<file path="src/rtl/spu_krf_pkg.sv">
// spu_krf_pkg: shared FSM state, default sizes and precharge value for the KRF
package spu_krf_pkg;
  typedef enum logic {ST_IDLE, ST_CLEAR} krf_state_e;
  localparam int DEF_DEPTH = 16;
  localparam int DEF_LANE_W = 64;
  localparam int DEF_LANES = 2;
  localparam logic KRF_PRECHARGE = 1'b0;
endpackage

</file>
<file path="src/rtl/spu_krf_lane.sv">
// spu_krf_lane: one DEPTH x LANE_W storage lane, synchronous write, registered read (precharged to zero)
module spu_krf_lane
  import spu_krf_pkg::*;
#(
  parameter int DEPTH = DEF_DEPTH,
  parameter int LANE_W = DEF_LANE_W,
  parameter int AW = 4
) (
  input  logic              clk,
  input  logic              rst,
  input  logic              i_we,
  input  logic [AW-1:0]     i_waddr,
  input  logic [LANE_W-1:0] i_wdata,
  input  logic              i_re,
  input  logic [AW-1:0]     i_raddr,
  output logic [LANE_W-1:0] o_q
);
  localparam logic [AW:0] DEPTH_W = (AW+1)'(DEPTH);
  logic [LANE_W-1:0] r_mem [DEPTH];
  logic [LANE_W-1:0] r_q;
  logic w_rin;
  assign w_rin = {1'b0, i_raddr} < DEPTH_W;
  assign o_q = r_q;
  // write port; the caller only asserts i_we for in-range addresses
  always_ff @(posedge clk)
    if (i_we) r_mem[i_waddr] <= i_wdata;
  // registered read; out-of-range or idle reads return the precharge value
  always_ff @(posedge clk)
    if (rst) r_q <= {LANE_W{KRF_PRECHARGE}};
    else r_q <= (i_re && w_rin) ? r_mem[i_raddr] : {LANE_W{KRF_PRECHARGE}};
endmodule

</file>
<file path="src/rtl/spu_krf_1r1w_param.sv">
// spu_krf_1r1w_param: DEPTH-entry, LANES-lane 1R1W register file with a zeroing clear FSM.
// Define SPU_KRF_WR_BYPASS_EN to forward write data to a same-address read; otherwise reads see old data.
module spu_krf_1r1w_param
  import spu_krf_pkg::*;
#(
  parameter int DEPTH = DEF_DEPTH,
  parameter int LANE_W = DEF_LANE_W,
  parameter int LANES = DEF_LANES,
  localparam int AW = (DEPTH > 2) ? $clog2(DEPTH) : 1
) (
  input  logic                    l2clk,
  input  logic                    reset,
  input  logic                    tcu_array_wr_inhibit,
  input  logic                    clr_req,
  input  logic                    rd_en,
  input  logic [AW-1:0]           rd_addr,
  input  logic [LANES-1:0]        wr_en,
  input  logic [AW-1:0]           wr_addr,
  input  logic [LANE_W-1:0]       wr_data,
  output logic [LANES*LANE_W-1:0] rd_data,
  output logic                    rd_vld,
  output logic                    busy
);
  localparam logic [AW:0] DEPTH_W = (AW+1)'(DEPTH);
  localparam logic [AW-1:0] LAST = AW'(DEPTH-1);
  krf_state_e r_state, w_state_nxt;
  logic [AW-1:0] r_cnt, w_cnt_nxt;
  logic r_rd_vld;
  logic w_idle_ok, w_rd_acc, w_wr_ok, w_clr_we;
  logic [LANES-1:0][LANE_W-1:0] w_q;
  assign busy = r_state == ST_CLEAR;
  assign rd_vld = r_rd_vld;
  assign w_idle_ok = r_state == ST_IDLE && !clr_req && !tcu_array_wr_inhibit;
  assign w_rd_acc = w_idle_ok && rd_en;
  assign w_wr_ok = w_idle_ok && ({1'b0, wr_addr} < DEPTH_W);
  assign w_clr_we = busy && !tcu_array_wr_inhibit;
  // state and clear-counter register
  always_ff @(posedge l2clk)
    if (reset) begin
      r_state <= ST_CLEAR;
      r_cnt <= '0;
    end else begin
      r_state <= w_state_nxt;
      r_cnt <= w_cnt_nxt;
    end
  // next state: clr_req (re)starts the sweep, inhibit freezes it, last entry returns to IDLE
  always_comb begin
    w_state_nxt = r_state;
    w_cnt_nxt = r_cnt;
    if (r_state == ST_IDLE) begin
      if (clr_req) begin
        w_state_nxt = ST_CLEAR;
        w_cnt_nxt = '0;
      end
    end else if (clr_req) begin
      w_cnt_nxt = '0;
    end else if (!tcu_array_wr_inhibit) begin
      w_cnt_nxt = (r_cnt == LAST) ? '0 : r_cnt + 1'b1;
      w_state_nxt = (r_cnt == LAST) ? ST_IDLE : ST_CLEAR;
    end
  end
  // read-valid flag, one cycle after an accepted read
  always_ff @(posedge l2clk)
    if (reset) r_rd_vld <= 1'b0;
    else r_rd_vld <= w_rd_acc;
  for (genvar k = 0; k < LANES; k++) begin : g_lane
    spu_krf_lane #(.DEPTH(DEPTH), .LANE_W(LANE_W), .AW(AW)) u_lane (
      .clk(l2clk),
      .rst(reset),
      .i_we(w_clr_we || (w_wr_ok && wr_en[k])),
      .i_waddr(busy ? r_cnt : wr_addr),
      .i_wdata(busy ? {LANE_W{KRF_PRECHARGE}} : wr_data),
      .i_re(w_rd_acc),
      .i_raddr(rd_addr),
      .o_q(w_q[k])
    );
  end
`ifdef SPU_KRF_WR_BYPASS_EN
  logic [LANES-1:0] r_byp;
  logic [LANE_W-1:0] r_byp_data;
  // remember which lanes collided so their fresh write data replaces the stale array read
  always_ff @(posedge l2clk)
    if (reset) begin
      r_byp <= '0;
      r_byp_data <= '0;
    end else begin
      r_byp <= {LANES{w_rd_acc && w_wr_ok && rd_addr == wr_addr}} & wr_en;
      r_byp_data <= wr_data;
    end
  for (genvar k = 0; k < LANES; k++) begin : g_byp
    assign rd_data[k*LANE_W +: LANE_W] = r_byp[k] ? r_byp_data : w_q[k];
  end
`else
  assign rd_data = w_q;
`endif
endmodule

</file>
<file path="config.mk">
export PLATFORM = sky130hd
export DESIGN_NAME = spu_krf_1r1w_param
export DESIGN_NICKNAME = d
export VERILOG_FILES = /design/src/rtl/spu_krf_pkg.sv /design/src/rtl/spu_krf_lane.sv /design/src/rtl/spu_krf_1r1w_param.sv
export SDC_FILE = /design/constraint.sdc
export NUM_CORES = 2
export LEC_CHECK = 0
export BUFFER_PORTS_ARGS = -buffer_cell sky130_fd_sc_hd__buf_2
export CORE_MARGIN = 5
export CORE_UTILIZATION = 28
export CTS_CLUSTER_DIAMETER = 30
export CTS_CLUSTER_SIZE = 20
export DETAILED_ROUTE_END_ITERATION = 8
export GPL_TIMING_DRIVEN = 0
export PLACE_DENSITY = 0.45
export SETUP_SLACK_MARGIN = 0.05
export SYNTH_ARGS = -nofsm -noshare
export SYNTH_HDL_FRONTEND = slang
export SYNTH_HIERARCHICAL = 1
export SYNTH_SLANG_ARGS = --single-unit
export TNS_END_PERCENT = 5
</file>
<file path="constraint.sdc">
create_clock -name l2clk -period 9.33 [get_ports l2clk]
set_clock_uncertainty 0.05 [all_clocks]
set_input_delay 1.866 -clock l2clk [delete_from_list [all_inputs] [get_ports l2clk]]
set_output_delay 1.866 -clock l2clk [all_outputs]
set_load 0.02 [all_outputs]
</file>
After elaboration in Yosys (flattened, before gate mapping)
Memory sizes are Yosys's and may differ from the RTL's. A register that Yosys moved wholly into a read port is not among the register bits.
Cells that the tools add are included.
{"block": "word_totals", "in_bits": 79, "wordCells": 39, "memories": 2, "out_inout_bits": 130, "ram_bits": 2048, "register_bits": 6}
{"memory": "g_lane[0].u_lane.r_mem", "words": 16, "width": 64, "rd": 1, "rd_clocked_by_memory_dff": 1, "wr": 1, "line": "spu_krf_lane.sv:19", "text": "logic [LANE_W-1:0] r_mem [DEPTH];"}
{"memory": "g_lane[1].u_lane.r_mem", "words": 16, "width": 64, "rd": 1, "rd_clocked_by_memory_dff": 1, "wr": 1, "line": "spu_krf_lane.sv:19"}
{"block": "op_classes", "n_bitwise": 2, "n_eq_ne": 2, "n_reduce_logical": 13, "n_addsub": 1, "muxes": 16}
{"op": "64-bit two-way mux", "count": 1}
{"op": "4-bit two-way mux", "count": 6}
{"op": "1-bit two-way mux", "count": 9}
{"op": "1-bit logical AND", "count": 6}
{"op": "4-bit by 1-bit adder with 4-bit output (second input constant)", "count": 1}
{"op": "4-bit equality test (second input constant)", "count": 1}
{"op": "1-bit zero test", "count": 2}
{"op": "1-bit logical OR", "count": 2}
{"op": "2-bit by 1-bit != test with 1-bit output (second input constant)", "count": 1}
{"op": "1-bit inverter", "count": 2}
{"op": "2-bit AND reduction", "count": 1}
{"op": "2-bit nonzero test", "count": 1}
{"op": "2-bit OR reduction", "count": 1}

Longest topological paths before layout
{"block": "logic_depth", "ltp_word": 7, "depth_mapped": 8, "depth_no_buf": 5}

Cells and area by module
Netlist, hierarchy kept.
{"mod": "spu_krf_lane (g_lane[0].u_lane)", "area_per_inst_um2": 40940.5, "cells_each": 2140, "instances": 1}
{"mod": "spu_krf_lane (g_lane[1].u_lane)", "area_per_inst_um2": 40939.3, "cells_each": 2140, "instances": 1}
{"mod": "spu_krf_1r1w_param", "area_per_inst_um2": 792.0, "cells_each": 108, "instances": 1}

Least setup slack after synthesis
OpenSTA, ideal clock, no wires.
{"block": "synth_path", "path_kind": "input to register", "from": "in wr_addr[2]", "to": "mem g_lane[0].u_lane/r_mem[0][0] (netlist bit) (enable)", "cell_stages": 3, "required_ns": 8.715, "path_slack_ns": 1.675, "t_arrival_ns": 7.040, "setup_ns": 0.565, "path_cell_list": "mux2_2 -> or3b_2 -> nor3_1"}
{"block": "synth_between", "elab_chain_len": 1}
{"item": "start: declaration", "line": "spu_krf_1r1w_param.sv:18", "text": "input logic [AW-1:0] wr_addr,"}
{"item": "4-bit two-way mux", "line": "spu_krf_1r1w_param.sv:71", "text": ".i_waddr(busy ? r_cnt : wr_addr),"}
{"item": "end: declaration", "line": "spu_krf_lane.sv:19"}
No other way between the ends.

Worst setup path after layout
{"block": "layout_path", "from": "in rd_en", "to": "reg g_lane[0].u_lane.r_q[57] (read register of g_lane[0].u_lane.r_mem)"}
{"block": "layout_between", "elab_chain_len": 3}
{"item": "start: declaration", "line": "spu_krf_1r1w_param.sv:15", "text": "input logic rd_en,"}
{"item": "1-bit logical AND", "line": "spu_krf_1r1w_param.sv:34", "text": "assign w_rd_acc = w_idle_ok && rd_en;"}
{"item": "net w_rd_acc", "line": "spu_krf_1r1w_param.sv:29", "text": "logic w_idle_ok, w_rd_acc, w_wr_ok, w_clr_we;"}
{"item": "1-bit inverter (no source line)"}
{"item": "2-bit OR reduction (no source line)"}
{"item": "end: declaration", "line": "spu_krf_lane.sv:20", "text": "logic [LANE_W-1:0] r_q;"}
The timed path passes the listed nets, and every way through them passes these cells.
A chain may end at the register's enable or synchronous reset.

==> metrics.md <==
| Metric | Value |
|---|---|
| Outcome | `complete, no violations` |
| CP cell instances | `buf_2, nor4b_4, nand3b_1, buf_2, clkbuf_1, o22ai_1` |
| Max rail drop VDD | `0.000176 V` |
| Clock root cell | `clkbuf_16` |
| Mapped Area | `0.0827 mm2` |
| Post-synth ARST share | `0%` |
| Clock latency on the worst-skew pair | `approximately 0.94 ns` |
| Total die area | `between 0.3 and 0.4 mm2` |
| Netlist cell types | `37` |
| Multi-input logic area | `0.0172 mm2` |
| Die Span X | `553 um` |
| CP Capture Type | `flop` |
| Comb power frac | `2.8%` |
| HP Class | `flop to flop` |
| Crit-path leading delay family | `simple AND/OR/NAND/NOR gates` |
| Setup WS post-layout | `4.79 ns` |
| Max transition margin | `6.23%` |
| EDFF count, synth | `2,048` |
| Worst slew pin tran | `1.41 ns` |
| Post-CTS Setup Bufs | `0` |
| YS warnings | `6` |
| Placed insts | `slightly below 9,000` |
| Routed via count | `45,400` |
| Most used cell, CP | `buf_2` |
| Startpoint types | `primary input` |
| Critical-path top delay cell | `nand3b_1` |
| Detail Route Antenna Nets | `0` |
| Layout cells sized above 1 | `around a quarter` |
| CTS clk-pin slew, worst paths | `approximately 0.05 ns` |
| Synth Flop Type | `edfxtp_1` |
| Area delta synth->final | `32.0%` |
| # resized after CTS | `0` |
| Clk buf depth | `4` |
| Die Ht | `553 um` |
| Min Tclk post-route | `approximately 4.5 ns` |
| TritonCTS Buffers | `between 400 and 500` |
| DR vias/cell | `around 4.7` |
| Buf/Inv on CP | `3` |
| Max Cap Viol | `0` |
| Cell taking the most area after synthesis | `edfxtp_1` |
| Avg Inst Size Synth | `~19 um2` |
| #FFs+latches synth | `between 2,000 and 2,500` |
| Max FO, Critical Path | `10` |
| Clock power share | `59.7%` |
| Grt total ovfl | `0` |
| CP Data Required Time | `about 10 ns` |
| Iter 0 DRT Violations | `about 4,200` |
| Endpoints failing setup | `0` |
| Initial Util | `approximately 28%` |
| Fmax | `~220 MHz` |
| Lkg Pwr | `39.8 nW` |
| Drc violations | `0` |
| Routed len/inst | `around 27 um` |
| I/O pin count | `roughly 210` |
| Antenna violations before repair | `22` |
| Fin crit share | `48.6%` |
| Pins Over Slew Limit | `0` |
| Clock Sinks | `around 2,200` |
| Sw Share | `a little over a fifth` |
| Final Hold Viols | `0` |
| Critical path class | `primary input to flop` |
| Crit path DAT | `about 5.2 ns` |
| Post-synth top area share | `between 70 and 80%` |
| Synthesized Nets | `between 4,000 and 5,000` |
| DP HPWL | `174,000 um` |
| Filler instances | `27,200` |
| Critical path's largest stage delay | `between 0.7 and 0.8 ns` |
| Non-Filler Instances | `between 9,000 and 10,000` |
| Flop pwr share | `37.6%` |
| Cell Pwr Density | `~260 mW/mm2` |
| Fin Setup TNS | `0 ns` |
| Final WL | `261,000 um` |
| Place WS | `3.71 ns` |
| FP Rows | `between 150 and 200` |
| Psw | `approximately 0.006 W` |
| CTS Hold Bufs | `0` |
| Synthesized netlist cell count | `roughly 4,400` |
| Sequential share of the synthesized area | `between 70 and 80%` |
| RSZ-0062 raised after global routing | `false` |
| GRT Total Usage | `~16%` |
| Vias in the first global route | `47,100` |
| Int Pwr | `0.0224 W` |
| Drt pass-1 iters | `5` |
| First-pass GRT wire length | `roughly 360,000 um` |
| Nets | `5,371` |
| FF/Latch Area | `around 0.064 mm2` |
| Max H-tree Level | `5` |
| Ranking of synthesized cells by area | `edfxtp_1 74%, mux2i_1 11%, a22oi_1 3.5%, dfxtp_1 3.2%, mux4_2 1.7%` |
| Largest net degree at the start of global routing | `33` |
| I/O Buffers | `just over 200` |
| Core area | `around 0.29 mm2` |
| TritonCTS clock tree | `built` |
| RePlAce Congestion | `between 0.7 and 0.8` |
-- path summary, 6_finish.rpt --
kind / start / endpoint / slack [ns] / cells past startpoint
max: rd_en / g_lane[0].u_lane/o_q[57] / 4.79 / 6
min: r_cnt[3] / r_cnt[3] / 0.46 / 1
min reg2reg: r_cnt[3] / r_cnt[3] / 0.46 / 1
max reg2reg: busy / g_lane[0].u_lane/o_q[57] / 5.16 / 6
-- power by group through the flow --
stage,clock network (W),registers [W],logic [W]
after floorplan,0,0.0108,0.000474
after global placement,0,0.0108,0.000761
after detailed placement,0,0.0108,0.000785
after CTS,0.0172,0.0106,0.000788
after global routing,0.0177,0.0106,0.000826
final,0.0169,0.0106,0.000779
-- synthesized netlist by cell type (4+ instances only) --
| master | number |
|---|---|
| a221oi_1 | 22 |
| a221oi_2 | 40 |
| a22oi_1 | 388 |
| buf_1 | 4 |
| buf_2 | 70 |
| buf_4 | 9 |
| buf_6 | 72 |
| buf_8 | 4 |
| clkbuf_1 | 93 |
| clkbuf_4 | 4 |
| dfxtp_1 | 134 |
| edfxtp_1 | 2048 |
| mux2_2 | 4 |
| mux2i_1 | 901 |
| mux4_2 | 62 |
| nand2_1 | 198 |
| nand2b_1 | 4 |
| nand3_1 | 4 |
| nand3b_1 | 8 |
| nor2_1 | 29 |
| nor2b_1 | 69 |
| nor3_1 | 10 |
| o21ai_1 | 124 |
| o22ai_1 | 66 |
-- placed cells by master (no fill, tap or decap), types with 66 or more instances in the layout --
master     synthesis  layout
a22oi_1          388     388
buf_2             70     276
buf_6             72     135
bufinv_16          0      71
clkbuf_1          93     165
clkbuf_16          0     487
clkinv_1           0      94
clkinv_2           0      75
dfxtp_1          134     134
edfxtp_1        2048    2048
mux2i_1          901     901
nand2_1          198     198
o21ai_1          124     124
o22ai_1           66      66
-- per-layer routing --
metal  vias up  GRT usage [%]  wire length (um)
li1      19700              -                 -
met1     23600           22.2            114000
met2      1672           25.9            120000
met3       463           3.87             17900
met4         4           5.98              9630
met5         -              0                15
-- area by class of cell --
class / count / share of cell area [%]
plain buffers: 256 / 1.54
clock buffers: 561 / 11.4
flip-flops and latches: 2182 / 58.8
clock inverters: 341 / 3.68
diodes: 12 / 0.0275
inverters: 3 / 0.0103
well taps: 3919 / 4.49
multi-input cells: 1947 / 15.8
repair buffers: 417 / 4.23
-- registers in the layout (all words and copies together), names as in the netlist --
signal               cells
rd_vld                   1
r_cnt                    4
g_lane.u_lane/r_mem   2048
g_lane.u_lane/o_q      128
busy                     1
-- through the flow --
step                hold WS, ns  power [W]  utilization (%)  instance area (um2)
finish                    0.460     0.0283             37.1               109000
floorplan                 0.406     0.0113                -                82700
global route              0.465     0.0292             37.1               109000
detailed placement        0.440     0.0116             31.5                92600
CTS                       0.449     0.0286             37.1               109000
global placement          0.447     0.0116             30.1                88600
-- kinds of logic after synthesis --
group                    share of synthesized area [%]
multiplexers                                      12.7
AND/OR/NAND/NOR                                   1.85
AO/OA/AOI/OAI                                     5.78
adder cells (fa/ha/maj)                         0.0151
flip-flops                                        77.6
buffers and inverters                             2.05
XOR/XNOR                                        0.0106
Note: power is estimated with default switching activity, not from simulation.
